[src/rtl/gcd_rr_sched.sv]
// Round-robin arbiter sharing one iterative GCD unit among NREQS val/rdy clients.
// Optional per-client grant counters and busy-cycle counter: define GCD_RR_SCHED_STATS_EN.
//
// state | meaning
// IDLE  | arbitrating; forwards the granted request to the GCD unit
// WAIT  | one transaction outstanding; routes the result back to owner
module gcd_rr_sched #(
  parameter int NREQS = 4
) (
  input  logic                  clk,
  input  logic                  reset,
  input  logic [NREQS-1:0]      req_val,
  output logic [NREQS-1:0]      req_rdy,
  input  logic [NREQS*32-1:0]   req_msg,
  output logic [NREQS-1:0]      resp_val,
  input  logic [NREQS-1:0]      resp_rdy,
  output logic [15:0]           resp_msg,
  output logic                  gcd_istream_val,
  input  logic                  gcd_istream_rdy,
  output logic [31:0]           gcd_istream_msg,
  input  logic                  gcd_ostream_val,
  output logic                  gcd_ostream_rdy,
  input  logic [15:0]           gcd_ostream_msg
`ifdef GCD_RR_SCHED_STATS_EN
  ,
  output logic [NREQS*16-1:0]   stat_grants,
  output logic [31:0]           stat_busy
`endif
);

  localparam int PW = (NREQS > 1) ? $clog2(NREQS) : 1;

  typedef enum logic {IDLE, WAIT} state_t;

  state_t        state;
  logic [PW-1:0] owner;
  logic [PW-1:0] prio_ptr;
  logic [PW-1:0] grant;
  logic [PW-1:0] next_ptr;
  logic          any_req;
  logic          req_fire;
  logic          resp_fire;

  // Scan from prio_ptr upward, wrapping modulo NREQS; first valid requester wins.
  always_comb begin
    logic [PW:0]   idx;
    logic [PW-1:0] idx_n;
    logic          found;
    grant = '0;
    found = 1'b0;
    idx   = '0;
    idx_n = '0;
    for (int k = 0; k < NREQS; k++) begin
      idx = {1'b0, prio_ptr} + (PW+1)'(k);
      if (idx >= (PW+1)'(NREQS))
        idx = idx - (PW+1)'(NREQS);
      idx_n = idx[PW-1:0];
      if (!found && req_val[idx_n]) begin
        grant = idx_n;
        found = 1'b1;
      end
    end
  end

  assign any_req = |req_val;

  always_comb begin
    req_rdy         = '0;
    resp_val        = '0;
    gcd_istream_val = 1'b0;
    gcd_ostream_rdy = 1'b0;
    gcd_istream_msg = any_req ? req_msg[grant*32 +: 32] : 32'h0;
    resp_msg        = gcd_ostream_msg;
    if (!reset) begin
      if (state == IDLE) begin
        gcd_istream_val = any_req;
        if (any_req)
          req_rdy[grant] = gcd_istream_rdy;
      end else begin
        resp_val[owner] = gcd_ostream_val;
        gcd_ostream_rdy = resp_rdy[owner];
      end
    end
  end

  assign req_fire  = gcd_istream_val && gcd_istream_rdy;
  assign resp_fire = gcd_ostream_val && gcd_ostream_rdy;
  assign next_ptr  = (owner == PW'(NREQS-1)) ? '0 : owner + 1'b1;

  always_ff @(posedge clk or posedge reset) begin
    if (reset) begin
      state    <= IDLE;
      owner    <= '0;
      prio_ptr <= '0;
    end else begin
      case (state)
        IDLE: if (req_fire) begin
          owner <= grant;
          state <= WAIT;
        end
        WAIT: if (resp_fire) begin
          prio_ptr <= next_ptr;
          state    <= IDLE;
        end
        default: state <= IDLE;
      endcase
    end
  end

`ifdef GCD_RR_SCHED_STATS_EN
  // Grant counters saturate; the busy counter is allowed to wrap.
  always_ff @(posedge clk or posedge reset) begin
    if (reset) begin
      stat_grants <= '0;
      stat_busy   <= '0;
    end else begin
      for (int i = 0; i < NREQS; i++) begin
        if (req_fire && (grant == PW'(i)) && (stat_grants[16*i +: 16] != 16'hFFFF))
          stat_grants[16*i +: 16] <= stat_grants[16*i +: 16] + 16'd1;
      end
      if (state == WAIT)
        stat_busy <= stat_busy + 32'd1;
    end
  end
`endif

endmodule

[config.mk]
export PLATFORM = sky130hd
export DESIGN_NAME = gcd_rr_sched
export DESIGN_NICKNAME = d
export VERILOG_FILES = /design/src/rtl/gcd_rr_sched.sv
export SDC_FILE = /design/constraint.sdc
export NUM_CORES = 1
export LEC_CHECK = 0
export ABC_AREA = 1
export CAP_MARGIN = 30
export CORE_ASPECT_RATIO = 1.5
export CORE_MARGIN = 2
export CORE_UTILIZATION = 27
export CTS_CLUSTER_DIAMETER = 30
export DETAILED_ROUTE_END_ITERATION = 8
export PLACE_DENSITY = 0.79
export SLEW_MARGIN = 0
export SYNTH_ARGS = -nofsm -noshare
export SYNTH_HDL_FRONTEND = slang
export SYNTH_SLANG_ARGS = --single-unit
export TNS_END_PERCENT = 30
[constraint.sdc]
create_clock -name clk -period 2.1 [get_ports clk]
set_input_delay 0.315 -clock clk [delete_from_list [all_inputs] [get_ports clk]]
set_output_delay 0.315 -clock clk [all_outputs]
set_load 0.1 [all_outputs]
**After elaboration in Yosys (flattened, before gate mapping)**

Index checks and enable logic that the tools add are counted.

- Bits in registers: 5
- Bits in latches: 0
- RAM bits: 0
- Bits in read-only memories: 0
- Bits of input ports: 156
- Output and inout port bits: 58
- Word-level logic and storage cells: 80
- Memories: 0

- Add/sub/neg operators: 8
- Multiply operators: 0
- Divide/modulo/power cells: 0
- Order comparisons: 12
- Equal/unequal tests: 1
- Shifts and indexed selects: 1
- Mux-type cells: 39
- Bitwise operators: 3
- Reductions and logical operators: 13

Operators with widths:

| operator | count |
|---|---|
| indexed part select 128 x 8 -> 32 bit | 1 |
| two-way mux 32 bit | 1 |
| two-way mux 4 bit | 5 |
| < comparator 2 x 3 -> 1 bit (second input constant) | 6 |
| two-way mux 2 bit | 9 |
| two-way mux 1 bit | 16 |
| binary-select mux 1 bit (select 2 bit) | 5 |
| greater-or-equal comparator 3 bit (second input constant) | 3 |
| AND 4 bit | 2 |
| subtractor 2 x 1 -> 2 bit (second input constant) | 4 |
| logical AND 1 bit | 7 |
| adder 2 x 2 -> 3 bit (second input constant) | 2 |
| demux 1 bit (select 2 bit) | 2 |
| greater-or-equal comparator 2 x 1 -> 1 bit (second input constant) | 2 |
| AND reduction 2 bit | 2 |
| OR reduction 4 bit | 1 |
| adder 2 x 1 -> 3 bit (second input constant) | 1 |
| greater-or-equal comparator 2 x 3 -> 1 bit (second input constant) | 1 |
| logical NOT 1 bit | 3 |
| adder 2 x 1 -> 2 bit (second input constant) | 1 |
| == test 2 bit (second input constant) | 1 |
| one-hot mux 1 bit (2 select lines) | 1 |
| NOT 1 bit | 1 |

**Longest topological paths before layout**

- Depth in word-level cells: 22
- Gate-level depth with buffers: 16
- Gate-level depth less buffers: 14

**Least setup slack after synthesis**

Ideal clock, no wire load.

- Kind: register to output
- Start point: reg state
- End point: out req_rdy[0]
- Arrival time: 5.131 ns
- Data required time: 1.785 ns
- Path slack: -3.346 ns
- Cell stages (with the launch flop): 4
- Buffers on the path: 0
- Cells stage by stage: dfrtp_1 nor3_1 nand2_1 nor3_1

- Longest elaborated chain between the ends: 2

Ends and longest elaborated chain:

| item | RTL line | source |
|---|---|---|
| start: declaration | 35 | `state_t state;` |
| start signal: assignment | 92 | `state <= IDLE;` |
| start signal: assignment | 99 | `state <= WAIT;` |
| start signal: assignment | 103 | `state <= IDLE;` |
| two-way mux 4 bit | 75 | `if (state == IDLE) begin` |
| two-way mux 4 bit | 74 | `if (!reset) begin` |
| end: declaration | 13 | `output logic [NREQS-1:0] req_rdy,` |

No other way between the ends.

**Final worst setup path**

- Start point: reg prio_ptr[0]
- End point: out gcd_istream_msg[15]

- Longest elaborated chain between the ends: 16
- Elaborated cells between the ends (all ways): 38
- Those cells by class: 7 x add/sub; 4 x order compare; 1 x shift; 20 x mux; 6 x reduce/logical

Ends and longest elaborated chain:

| item | RTL line | source |
|---|---|---|
| start: declaration | 37 | `logic [PW-1:0] prio_ptr;` |
| start signal: assignment | 102 | `prio_ptr <= next_ptr;` |
| parallel branches: the longest is 13 deep, another holds adder 2 x 1 -> 3 bit | - |  |
| two-way mux 2 bit (*) | 58 | `if (!found && req_val[idx_n]) begin` |
| indexed part select 128 x 8 -> 32 bit (*) | 72 | `gcd_istream_msg = any_req ? req_msg[grant*32 +: 32] : 32'h0;` |
| two-way mux 32 bit (*) | 72 |  |
| end: declaration | 20 | `output logic [31:0] gcd_istream_msg,` |

Mark *: on every way between the ends. The select of a mux whose other input is x is not followed.

==> flow_summary.json <==
{
  "route.vias.total": 3687,
  "endpoint_kind": "primary output",
  "rsz0062_at_grt": "yes",
  "critPathTopFamily": "buffers and inverters",
  "via_per_inst": 5.237,
  "cpMaxStageDelayCell": "dfrtp_1",
  "antennaDiodeCount": 0,
  "crit_buf_inv": 5,
  "fp.coreArea_um2": 7564,
  "area_delta_synth_final_pct": 164.9,
  "critical_path.cell_chain": "buf_6 > nand2_2 > nand3_2 > buf_4 > a21boi_4 > nand2_2 > nor2_4 > buf_12 > clkbuf_16 > nand3_1 > nand2_1 > nor2_2 > nor2_4 > buf_12",
  "first_iter_violations": 164,
  "hp-class": "in -> async",
  "synth_compound_area_share_pct": 2.924,
  "reg2reg_depth": 14,
  "grt_first_pass_wirelength_mm": 16.89,
  "setup_slack_ns": -0.6782,
  "dp_slack_ns": -0.7186,
  "multi_input_area_um2": 2186,
  "fin_crit_ns": 2.778,
  "chipWidth_um": 75.96,
  "grtUsageTotal_pct": 24.05,
  "max_freq_mhz": 359.9,
  "setup-violations-final": 36,
  "cts.clk_slew.worst_paths_ns": 0.03,
  "required_ns": 1.78,
  "synthMuxAreaShare_pct": 0,
  "cts_buffers": 3,
  "place_area_um2": 4822,
  "final_util_pct": 73.43,
  "fin_crit_sh_pct": 132.3,
  "path_max_fanout": 8,
  "wl_mm": 12.03,
  "design_area_um2": 5554,
  "synth_xor_area_share_pct": 0,
  "die_h_um": 111.9,
  "fin_nets": 763,
  "num_rows": 39,
  "final_max_slew_viol_count": 0,
  "io_buffers": 181,
  "drc": 0,
  "synth_nets": 570,
  "cts_buffer_depth": 2,
  "postSynthAreaPerCell_um2": 5.115,
  "arrival_ns": 2.46,
  "synthAdderAreaFrac_pct": 2.387,
  "ant_nets": 0,
  "cts_max_level": 1,
  "max_cap_violations": 0,
  "gp_congestion": 0.9325,
  "ys_ff_latch": 5,
  "regArea_um2": 126.4,
  "start_util_pct": 27.73,
  "clock-sinks": 5,
  "grt_max_degree": 44,
  "status": "finished with violations",
  "synth_top_family_by_area": "simple AND/OR/NAND/NOR gates",
  "yosys.area_share.simple_pct": 69.09,
  "slowest_delay_ns": 0.42,
  "crit-reg2reg-launch": "prio_ptr[0]",
  "dp_hpwl_mm": 7.681,
  "ys_seq_area_share_pct": 5.967,
  "maxSlewHeadroom_pct": 77.72,
  "timing.hold.ws_ns": 0.5066,
  "grt-ovfl-total": 0,
  "max_slew.worst_pin.slew_ns": 0.3328,
  "post_drt_wl_per_cell_um": 17.09,
  "drt_pass1_iterations": 5,
  "antenna_found_initial": 0,
  "violations": "negative setup slack",
  "synth_cell_types": 24,
  "fillers": 543,
  "insertion_delay_ns": 0.23,
  "start_kind": "flip-flop",
  "crit-reg2reg-capture": "owner[0]",
  "synth_area_um2": 2097,
  "fin_skew_ns": 0.001329,
  "hold_viol_final": 0,
  "cts-root-buf": "clkbuf_16",
  "worstSetupPathType": "reg -> out",
  "syn_inst": 410,
  "yosys_warnings": 0,
  "io_pins": 214,
  "reg2reg_slack_ns": 0.12,
  "grt_pass1_vias": 3578,
  "drive_gt1_share_pct": 37.21,
  "die_area_um2": 8502,
  "cts_tree": "yes"
}
## registers in the layout, summed over array words and instances, names as in the netlist
name,cells
owner,2
state,1
prio_ptr,2
## synth_stat cells
cell | number | area share [%]
buf_6 | 11 | 5.9
clkbuf_1 | 3 | 0.54
ha_1 | 4 | 2.4
nor2_2 | 1 | 0.30
dfrtp_1 | 5 | 6.0
a21oi_1 | 1 | 0.24
nand3_1 | 138 | 33
inv_2 | 5 | 0.90
o22ai_1 | 1 | 0.30
buf_2 | 14 | 3.3
nor4_1 | 1 | 0.30
nand2_2 | 7 | 2.1
nand2_1 | 98 | 18
buf_4 | 19 | 6.8
nor3_1 | 4 | 0.95
nor2_4 | 2 | 1.1
nor2_1 | 73 | 13
inv_1 | 12 | 2.1
o211ai_1 | 1 | 0.36
o21ai_1 | 1 | 0.24
nand3b_1 | 1 | 0.36
o21ai_0 | 6 | 1.4
nand3_2 | 1 | 0.48
a21boi_1 | 1 | 0.36
## per-layer routing
| layer | global-route usage (%) | vias to the layer above | share of wire [%] |
|---|---|---|---|
| met4 | 9.212 | 0 | 3.8 |
| met2 | 46.61 | 204 | 56 |
| li1 | - | 1725 | - |
| met5 | 0 | - | 0 |
| met3 | 5.186 | 58 | 8.0 |
| met1 | 24.91 | 1700 | 32 |
## layout by cell type (no fill, tap or decap), drive strengths merged, types with 4 or more instances in the layout
| cell type | count |
|---|---|
| nor2 | 76 |
| clkdlybuf4s50 | 135 |
| inv | 17 |
| nor3 | 4 |
| buf | 92 |
| dfrtp | 5 |
| clkbuf | 8 |
| nand3 | 139 |
| dlygate4sd2 | 4 |
| ha | 4 |
| nand2 | 105 |
| o21ai | 7 |
## cell families (layout without fill, tap and decap cells)
| kind of cell | Yosys count | after routing |
|---|---|---|
| flops | 5 | 5 |
| buf+inv | 64 | 256 |
| fa+ha+maj | 4 | 4 |
| simple gates | 326 | 326 |
| compound gates | 11 | 11 |
## worst min-delay path, cell delays in order
cell,delay [ns]
clkdlybuf4s50_1,0.49
inv_1,0.11
buf_4,0.14
## timing repair
action	4_1_cts	5_1_grt
endpoints found under the setup margin	37	36
gates cloned	4	7
buffers inserted	10	2
resized for setup	52	45
pin swaps	32	29
hold buffers	0	0
## worst max path at each step
| stage | endpoint | from | cells past startpoint |
|---|---|---|---|
| after floorplan | req_rdy[0] | state | 3 |
| after global placement | gcd_istream_msg[1] | req_val[1] | 16 |
| after CTS | gcd_istream_msg[24] | prio_ptr[0] | 18 |
| after detailed placement | gcd_istream_msg[1] | req_val[1] | 16 |
| after global routing | gcd_istream_msg[2] | prio_ptr[0] | 13 |
| final | gcd_istream_msg[15] | prio_ptr[0] | 14 |
## final cells by class
cell class | instances | area share (%)
flip-flops and latches | 5 | 2.275
clock buffers | 4 | 1.419
well taps | 102 | 2.298
inverters | 17 | 1.239
repair buffers | 235 | 53.41
multi-input cells | 341 | 39.36
## stage by stage
step | setup TNS (ns) | std cells
after global routing | -25.62 | 704
after floorplan | -13.02 | 410
after global placement | -19.93 | 678
final | -22.54 | 704
after CTS | -17.83 | 696
after detailed placement | -24.45 | 678
Power is not shown: default switching activity piles up to over one toggle a cycle in this logic, so the estimate is an artifact.
